[config.mk]
export PLATFORM = sky130hd
export DESIGN_NAME = chunked_serial_adder_flat
export DESIGN_NICKNAME = d
export VERILOG_FILES = /design/src/rtl/chunked_serial_adder_if.sv /design/src/rtl/chunked_serial_adder.sv /design/src/flat_wrapper.sv
export SDC_FILE = /design/constraint.sdc
export NUM_CORES = 1
export LEC_CHECK = 0
export BUFFER_PORTS_ARGS = -buffer_cell sky130_fd_sc_hd__buf_2
export CORE_MARGIN = 5
export CORE_UTILIZATION = 40
export CTS_BUF_LIST = sky130_fd_sc_hd__clkbuf_8 sky130_fd_sc_hd__clkbuf_16
export CTS_CLUSTER_SIZE = 10
export DETAILED_ROUTE_END_ITERATION = 6
export SLEW_MARGIN = 5
export SYNTH_ARGS = -nofsm -noshare
export SYNTH_HDL_FRONTEND = slang
export SYNTH_SLANG_ARGS = --single-unit
[constraint.sdc]
create_clock -name clk -period 2.8 [get_ports clk]
set_clock_uncertainty 0.15 [all_clocks]
set_input_delay 0.42 -clock clk [delete_from_list [all_inputs] [get_ports clk]]
set_output_delay 0.42 -clock clk [all_outputs]
set_load 0.1 [all_outputs]
[src/rtl/chunked_serial_adder_if.sv]
// ---------------------------------------------------------------------------
// chunked_serial_adder_if
//   Handshake bundle for chunked_serial_adder: an operand channel
//   (in_valid/in_ready with a, b, cin and optional sub) and a result channel
//   (out_valid/out_ready with sum, cout, ovf).
//   Optional feature macro: CSA_SUB_EN (adds the sub select signal).
//   Modports:
//     master : operand producer / result consumer (drives in_valid, a, b,
//              cin, sub, out_ready)
//     slave  : the adder (drives in_ready, out_valid, sum, cout, ovf)
// ---------------------------------------------------------------------------
interface chunked_serial_adder_if #(
  parameter int WIDTH = 32
);
  logic             in_valid;
  logic             in_ready;
  logic [WIDTH-1:0] a;
  logic [WIDTH-1:0] b;
  logic             cin;
`ifdef CSA_SUB_EN
  logic             sub;
`endif
  logic             out_valid;
  logic             out_ready;
  logic [WIDTH-1:0] sum;
  logic             cout;
  logic             ovf;

`ifdef CSA_SUB_EN
  modport master (
    output in_valid, a, b, cin, sub, out_ready,
    input  in_ready, out_valid, sum, cout, ovf
  );
  modport slave (
    input  in_valid, a, b, cin, sub, out_ready,
    output in_ready, out_valid, sum, cout, ovf
  );
`else
  modport master (
    output in_valid, a, b, cin, out_ready,
    input  in_ready, out_valid, sum, cout, ovf
  );
  modport slave (
    input  in_valid, a, b, cin, out_ready,
    output in_ready, out_valid, sum, cout, ovf
  );
`endif
endinterface

[src/rtl/chunked_serial_adder.sv]
// ---------------------------------------------------------------------------
// chunked_serial_adder
//   Multi-cycle adder: two WIDTH-bit operands are summed CHUNK bits per clock
//   through a single CHUNK-bit ripple stage; the inter-chunk carry is held in
//   a register. One operation takes N = WIDTH/CHUNK RUN cycles.
//   Optional feature macro: CSA_SUB_EN -- when defined, bus.sub selects a-b
//   (b inverted, carry-in forced to 1, cin ignored).
//   Ports:
//     clk    : rising-edge clock
//     rst_n  : asynchronous active-low reset
//     bus    : chunked_serial_adder_if.slave
//              in_valid/in_ready + a, b, cin, (sub)  operand handshake
//              out_valid/out_ready + sum, cout, ovf  result handshake
//   WIDTH must be a multiple of CHUNK, CHUNK >= 1.
// ---------------------------------------------------------------------------
module chunked_serial_adder #(
  parameter int WIDTH = 32,
  parameter int CHUNK = 4
) (
  input logic                   clk,
  input logic                   rst_n,
  chunked_serial_adder_if.slave bus
);

  localparam int N     = WIDTH / CHUNK;
  localparam int IDX_W = (N > 1) ? $clog2(N) : 1;
  localparam logic [IDX_W-1:0] LAST_IDX   = IDX_W'(N - 1);
  localparam logic [WIDTH-1:0] CHUNK_MASK = WIDTH'({CHUNK{1'b1}});

  typedef enum logic [1:0] {
    ST_IDLE = 2'd0,
    ST_RUN  = 2'd1,
    ST_DONE = 2'd2
  } state_t;

  state_t            state_r;
  state_t            state_s;
  logic [IDX_W-1:0]  idx_r;
  logic [WIDTH-1:0]  a_r;
  logic [WIDTH-1:0]  b_r;
  logic              carry_r;
  logic [WIDTH-1:0]  sum_r;
  logic              cout_r;
  logic              ovf_r;
  logic              in_ready_r;
  logic              out_valid_r;

  logic              accept_s;
  logic              last_s;
  logic              sub_s;
  int                base_s;
  logic [WIDTH-1:0]  a_shift_s;
  logic [WIDTH-1:0]  b_shift_s;
  logic [CHUNK-1:0]  a_chunk_s;
  logic [CHUNK-1:0]  b_chunk_s;
  logic [CHUNK:0]    add_s;
  logic [CHUNK-1:0]  chunk_sum_s;
  logic              msb_cin_s;

  // Subtract select is only present in the CSA_SUB_EN build.
  always_comb begin
`ifdef CSA_SUB_EN
    sub_s = bus.sub;
`else
    sub_s = 1'b0;
`endif
  end

  // Next-state logic and per-cycle control strobes.
  always_comb begin
    state_s  = state_r;
    accept_s = 1'b0;
    last_s   = 1'b0;
    case (state_r)
      ST_IDLE: begin
        if (bus.in_valid && in_ready_r) begin
          accept_s = 1'b1;
          state_s  = ST_RUN;
        end else begin
          state_s  = ST_IDLE;
        end
      end
      ST_RUN: begin
        if (idx_r == LAST_IDX) begin
          last_s  = 1'b1;
          state_s = ST_DONE;
        end else begin
          state_s = ST_RUN;
        end
      end
      ST_DONE: begin
        if (bus.out_ready) begin
          state_s = ST_IDLE;
        end else begin
          state_s = ST_DONE;
        end
      end
      default: begin
        state_s = ST_IDLE;
      end
    endcase
  end

  // One CHUNK-bit ripple stage on the chunk selected by idx_r.
  // The carry into the MSB is recovered from the sum bit: s = a ^ b ^ c_in.
  always_comb begin
    base_s      = int'(idx_r) * CHUNK;
    a_shift_s   = a_r >> base_s;
    b_shift_s   = b_r >> base_s;
    a_chunk_s   = a_shift_s[CHUNK-1:0];
    b_chunk_s   = b_shift_s[CHUNK-1:0];
    add_s       = {1'b0, a_chunk_s} + {1'b0, b_chunk_s} + (CHUNK+1)'(carry_r);
    chunk_sum_s = add_s[CHUNK-1:0];
    msb_cin_s   = a_chunk_s[CHUNK-1] ^ b_chunk_s[CHUNK-1] ^ chunk_sum_s[CHUNK-1];
  end

  // FSM state register; handshake flags are registered from the next state.
  always_ff @(posedge clk or negedge rst_n) begin
    if (!rst_n) begin
      state_r     <= ST_IDLE;
      in_ready_r  <= 1'b1;
      out_valid_r <= 1'b0;
    end else begin
      state_r     <= state_s;
      in_ready_r  <= (state_s == ST_IDLE);
      out_valid_r <= (state_s == ST_DONE);
    end
  end

  // Operand capture, chunk index, inter-chunk carry and result registers.
  always_ff @(posedge clk or negedge rst_n) begin
    if (!rst_n) begin
      idx_r   <= '0;
      a_r     <= '0;
      b_r     <= '0;
      carry_r <= 1'b0;
      sum_r   <= '0;
      cout_r  <= 1'b0;
      ovf_r   <= 1'b0;
    end else if (accept_s) begin
      // Subtraction is a + ~b + 1, so the inversion happens once at capture.
      idx_r   <= '0;
      a_r     <= bus.a;
      b_r     <= sub_s ? ~bus.b : bus.b;
      carry_r <= sub_s ? 1'b1 : bus.cin;
    end else if (state_r == ST_RUN) begin
      sum_r   <= (sum_r & ~(CHUNK_MASK << base_s)) | (WIDTH'(chunk_sum_s) << base_s);
      carry_r <= add_s[CHUNK];
      if (last_s) begin
        idx_r  <= '0;
        cout_r <= add_s[CHUNK];
        ovf_r  <= msb_cin_s ^ add_s[CHUNK];
      end else begin
        idx_r  <= idx_r + IDX_W'(1);
      end
    end
  end

  assign bus.in_ready  = in_ready_r;
  assign bus.out_valid = out_valid_r;
  assign bus.sum       = sum_r;
  assign bus.cout      = cout_r;
  assign bus.ovf       = ovf_r;

endmodule

[src/flat_wrapper.sv]
// flat-port wrapper written by rule: the top's interface ports become plain ports
module chunked_serial_adder_flat 
#(
  parameter int WIDTH = 32,
  parameter int CHUNK = 4
)
  (clk, rst_n, bus_in_valid, bus_a, bus_b, bus_cin, bus_out_ready, bus_in_ready, bus_out_valid, bus_sum, bus_cout, bus_ovf);
  chunked_serial_adder_if #(.WIDTH(WIDTH)) bus_i ();
  input logic clk;
  input logic rst_n;
  input wire logic [$bits(bus_i.in_valid)-1:0] bus_in_valid;
  input wire logic [$bits(bus_i.a)-1:0] bus_a;
  input wire logic [$bits(bus_i.b)-1:0] bus_b;
  input wire logic [$bits(bus_i.cin)-1:0] bus_cin;
  input wire logic [$bits(bus_i.out_ready)-1:0] bus_out_ready;
  output wire logic [$bits(bus_i.in_ready)-1:0] bus_in_ready;
  output wire logic [$bits(bus_i.out_valid)-1:0] bus_out_valid;
  output wire logic [$bits(bus_i.sum)-1:0] bus_sum;
  output wire logic [$bits(bus_i.cout)-1:0] bus_cout;
  output wire logic [$bits(bus_i.ovf)-1:0] bus_ovf;
  assign bus_i.in_valid = bus_in_valid;
  assign bus_i.a = bus_a;
  assign bus_i.b = bus_b;
  assign bus_i.cin = bus_cin;
  assign bus_i.out_ready = bus_out_ready;
  assign bus_in_ready = bus_i.in_ready;
  assign bus_out_valid = bus_i.out_valid;
  assign bus_sum = bus_i.sum;
  assign bus_cout = bus_i.cout;
  assign bus_ovf = bus_i.ovf;
  chunked_serial_adder #(.WIDTH(WIDTH), .CHUNK(CHUNK)) u_core (.clk(clk), .rst_n(rst_n), .bus(bus_i));
endmodule
==> flow_summary.json, run 1 <==
{
  "path_common_cell": "nand2_2",
  "grt_max_degree": 70,
  "status": "completed",
  "routed_via_density": 5.13,
  "initial_core_util_pct": 40.9,
  "synth_top_family_by_area": "multiplexers",
  "post-place-cells": 564,
  "cp.arrival_ps": 2870,
  "first_pass_iters": 4,
  "ant_nets": 0,
  "cts_tree": "built",
  "overflow": 0,
  "syn_nets": 399,
  "synth-simple-area-share_pct": 5.52,
  "reg2reg_to": "u_core.bus.sum[23]",
  "cts_root_buffer": "clkbuf_16",
  "synthDistinctLibCells": 37,
  "syn_area_um2": 4690,
  "yosysTopAreaCellShare_pct": 56.0,
  "muxShareOfSynthArea_pct": 23.5,
  "reg2reg_depth": 10,
  "clk_path_buf_depth": 2,
  "place_congestion": 0.768,
  "synth-seq-cells": 106,
  "crit_path_max_incr_delay_ps": 510,
  "fmax_mhz": 359,
  "die_area_um2": 14000,
  "startpoint_type": "flip-flop",
  "critPathCaptureType": "flip-flop",
  "antenna_found_initial": 1,
  "synth_cells": 319,
  "synth_compound_area_share_pct": 8.27,
  "period_share_pct": 99.5,
  "yosys.area_share.xor_xnor_pct": 0.560,
  "cp_top_family": "compound AO/OA/AOI/OAI gates",
  "num_vias": 3030,
  "grtUsageTotal_pct": 15.4,
  "placed_area_um2": 5450,
  "yosysTopAreaCell": "dfrtp_1",
  "syn2layout_area_growth_pct": 25.1,
  "utilization_pct": 51.2,
  "core_area_um2": 11500,
  "layout.nets": 522,
  "drcViolationCount": 0,
  "port_buffers": 104,
  "async_reset_ff_share_pct": 100,
  "period_minus_slack_ps": 2790,
  "first_global_vias": 3291,
  "crit_chain": "buf_6 -> mux4_2 -> nand2_2 -> nand2_2 -> fa_2 -> buf_4 -> a21o_1 -> a21oi_2 -> xnor2_2 -> a32o_1",
  "final_cell_area_um2": 5870,
  "path_class": "reg -> reg",
  "avgSynthCellArea_um2": 14.7,
  "die_y_um": 118,
  "rr_startpoint": "u_core.idx_r[0]",
  "cts.sinks": 106,
  "instances_no_fill": 591,
  "worst-path-buf-inv": 2,
  "dpl.hpwl_mm": 7.55,
  "ys_seq_area_share_pct": 56.6,
  "ctsHoldBuffers": 0,
  "ios": 105,
  "synth_area_leaders": "dfrtp_1, mux2_1, mux4_2",
  "hold_violations": 0,
  "rows": 39,
  "drt_iter0_markers": 186,
  "rrSetupSlack_ps": 10,
  "avgRoutedWirePerCell_um": 17.8,
  "clk_pin_slew_ps": 80,
  "drv_slew": 0,
  "final_layout_size_suffix_gt1_share_pct": 42.3,
  "numCtsBuffers": 9,
  "synth_most_common_cell": "dfrtp_1",
  "worstMarginPinSlew_ps": 815,
  "crit_fanout": 8,
  "hold_class": "in -> async",
  "htree_levels": 3,
  "synth_edf_count": 0,
  "synth_fa_ha_area_share_pct": 3.26,
  "cp_slowest_cell": "mux4_2",
  "setup_slack_ps": 13.4,
  "ys_dominant_reg_cell": "dfrtp_1",
  "clk_latency_ps": 340,
  "multi_input_comb_area_um2": 1980,
  "rsz0062_at_grt": "yes",
  "routed_wl_mm": 10.5,
  "ys_warn_count": 0,
  "slew_headroom_pct": 45.7,
  "ff_latch_area_um2": 2650,
  "num-fill-cells": 1020,
  "finalSetupViolations": 0,
  "worstPathRequired_ps": 2890,
  "synthTopCellsByCount": "dfrtp_1, mux2_1, nand2_1",
  "grt_pass1_wl_mm": 17.5,
  "pre_cts_slack_ps": -165,
  "die-width_um": 118,
  "cap_violations": 0
}
through the flow:
stage          hold slack [ps]  setup TNS (ps)
3_3_place_gp               313            -913
3_5_place_dp               322           -1540
5_1_grt                   84.0            -747
6_report                  12.1               0
4_1_cts                   30.0           -3.37
2_1_floorplan            -25.6           -21.2
area by class of cell:
cell class	count	share of cell area (%)
repair buffers	128	12.6
diodes	1	0.0427
multi-input cells	194	33.8
inverters	3	0.192
clock buffers	10	4.07
well taps	143	3.05
flip-flops and latches	106	45.2
clock inverters	6	0.960
per-layer routing:
layer  up-vias  GRT usage, %  wire [um]
li1       1430             -          -
met1      1507          21.7       4920
met2        79          23.2       4810
met3        12          5.25        685
met4         2          3.44         77
met5         -             0          7
registers in the layout, indices dropped and copies added (netlist names):
signal / cells
u_core.state_r: 2
u_core.a_r: 32
u_core.bus.ovf: 1
u_core.bus.in_ready: 1
u_core.idx_r: 3
u_core.bus.out_valid: 1
u_core.carry_r: 1
u_core.b_r: 32
u_core.bus.cout: 1
u_core.bus.sum: 32
worst max path at each step:
stage	from	end	cells after the start
CTS	u_core.idx_r[0]	u_core.bus.ovf	10
global route	u_core.idx_r[0]	u_core.bus.sum[23]	10
finish	u_core.idx_r[0]	u_core.bus.sum[23]	10
global placement	u_core.idx_r[0]	u_core.bus.sum[22]	8
floorplan	u_core.idx_r[0]	u_core.bus.ovf	10
detailed placement	u_core.idx_r[0]	u_core.bus.sum[6]	8
layout by cell type, fill, tap and decap left out, types with 6 or more instances in the layout:
master | synthesis | routed
dfrtp_1 | 105 | 105
buf_2 | 9 | 103
mux2_1 | 58 | 58
nand2_1 | 38 | 33
a22o_1 | 24 | 24
buf_4 | 0 | 21
mux4_2 | 16 | 16
ha_1 | 9 | 9
clkbuf_16 | 0 | 9
a32o_1 | 8 | 8
mux2_4 | 6 | 6
cells by family (layout without fill, tap and decap cells):
family,Yosys count,in the layout
flops,106,106
fa+ha+maj,11,11
buf+inv,19,147
mux,80,80
other cells,0,1
xor+xnor,3,3
simple gates,53,53
compound gates,47,47
timing repair:
| item | 4_1_cts | 5_1_grt |
|---|---|---|
| setup endpoints to repair | 19 | 13 |
| setup buffers | 10 | 1 |
| gates resized for setup | 9 | 3 |
| pin swaps | 5 | 9 |
Power of run 1 is not shown: default switching activity piles up to over one toggle a cycle in this logic, so the estimate is an artifact.
==> run 2: changes to the inputs <==
- CORE_UTILIZATION: 40 -> 45
- PLACE_DENSITY: default -> 0.71
==> run 2 against run 1 <==
  * Critical path type unchanged
  * Worst hold slack gained 96 ps
  * Global-route usage grew 1.9 points
  * Register-to-register slack is essentially flat
  * Flip-flop and latch count is the same
  * Clock-buffer cell count shrank 1
  * Largest cell class unchanged
==> flow_summary.json, run 2 (synthesis results as in run 1) <==
{
  "status": "completed",
  "numCtsBuffers": 9,
  "die_area_um2": 12600,
  "place_congestion": 0.788,
  "antenna_found_initial": 1,
  "post-place-cells": 558,
  "worstMarginPinSlew_ps": 490,
  "initial_core_util_pct": 45.8,
  "period_minus_slack_ps": 2790,
  "routed_via_density": 5.25,
  "dpl.hpwl_mm": 7.67,
  "htree_levels": 3,
  "grt_max_degree": 52,
  "port_buffers": 104,
  "first_pass_iters": 4,
  "cts_root_buffer": "clkbuf_8",
  "final_common_cell": "dfrtp_1",
  "utilization_pct": 56.6,
  "pre_cts_slack_ps": -114,
  "num_vias": 3062,
  "startpoint_type": "flip-flop",
  "slew_headroom_pct": 67.1,
  "setup_slack_ps": 8.30,
  "layout.nets": 522,
  "ant_nets": 0,
  "crit_fanout": 8,
  "hold_class": "in -> reg",
  "ios": 105,
  "finalSetupViolations": 0,
  "clk_pin_slew_ps": 100,
  "fmax_mhz": 358,
  "syn2layout_area_growth_pct": 23.5,
  "routed_wl_mm": 10.3,
  "final_layout_size_suffix_gt1_share_pct": 41.8,
  "first_global_vias": 3345,
  "grt_pass1_wl_mm": 17.5,
  "cts.sinks": 106,
  "instances_no_fill": 583,
  "cap_violations": 0,
  "period_share_pct": 99.7,
  "die_y_um": 112,
  "antenna_cells": 0,
  "avgRoutedWirePerCell_um": 17.7,
  "critPathCaptureType": "flip-flop",
  "whs_ps": 108,
  "die-width_um": 112,
  "mostFrequentLayoutCells": "dfrtp_1, buf_2, mux2_1",
  "path_class": "reg -> reg",
  "worstPathRequired_ps": 2960,
  "cts_tree": "built",
  "hold_depth": 2,
  "grtUsageTotal_pct": 17.3,
  "rows": 37,
  "drv_slew": 0,
  "drcViolationCount": 0,
  "clk_path_buf_depth": 2,
  "clk_latency_ps": 360,
  "reg2reg_depth": 9,
  "overflow": 0,
  "core_area_um2": 10200,
  "rsz0062_at_grt": "yes",
  "drt_iter0_markers": 95,
  "hold_violations": 0,
  "cp.arrival_ps": 2960
}
[run 2: critical path: stages (launching register included)]
cell	delay, ps
dfrtp_1	410
buf_6	130
mux4_2	510
nand2_2	90
nand2_2	70
fa_2	380
fa_2	370
buf_4	160
xor2_4	250
a32o_1	210
[run 2: timing repair]
item,in CTS,in global routing
setup endpoints to repair,19,27
endpoints found under the hold margin,31,0
resized for setup,5,8
buffers inserted,4,4
pin swaps,3,6
hold buffers,1,0
[run 2: stage by stage]
step,cell area (um^2),setup TNS (ps)
floorplan,4710,-21.2
global placement,5460,-845
detailed placement,5460,-1440
CTS,5710,-911
global route,5790,-954
finish,5790,0
[run 2: worst paths after layout]
kind,endpoint,from,slack (ps)
max,u_core.bus.sum[6],u_core.idx_r[0],8
min,u_core.bus.out_valid,bus_out_ready,110
max reg2reg,u_core.bus.sum[6],u_core.idx_r[0],8
min reg2reg,u_core.a_r[28],u_core.a_r[28],340
max in group asynchronous,u_core.b_r[2],rst_n,1410
min in group asynchronous,u_core.a_r[12],rst_n,420
[run 2: final cells by class]
type,count,area (um^2)
sequential,106,2650
multi-input combinational,194,2010
clock inverter,7,53.8
inverter,3,11.3
tap,136,170
clock buffer,9,124
fill,851,4440
timing repair buffer,128,767
[run 2: layer usage]
metal / part of all wire (%) / vias up / GRT usage (%)
met1: 44 / 1525 / 24.1
met3: 7.1 / 17 / 4.85
met4: 1.8 / 2 / 5.77
met2: 47 / 97 / 26.5
met5: 0.068 / - / 0
li1: - / 1421 / -
Power of run 2 is left out for the same reason.
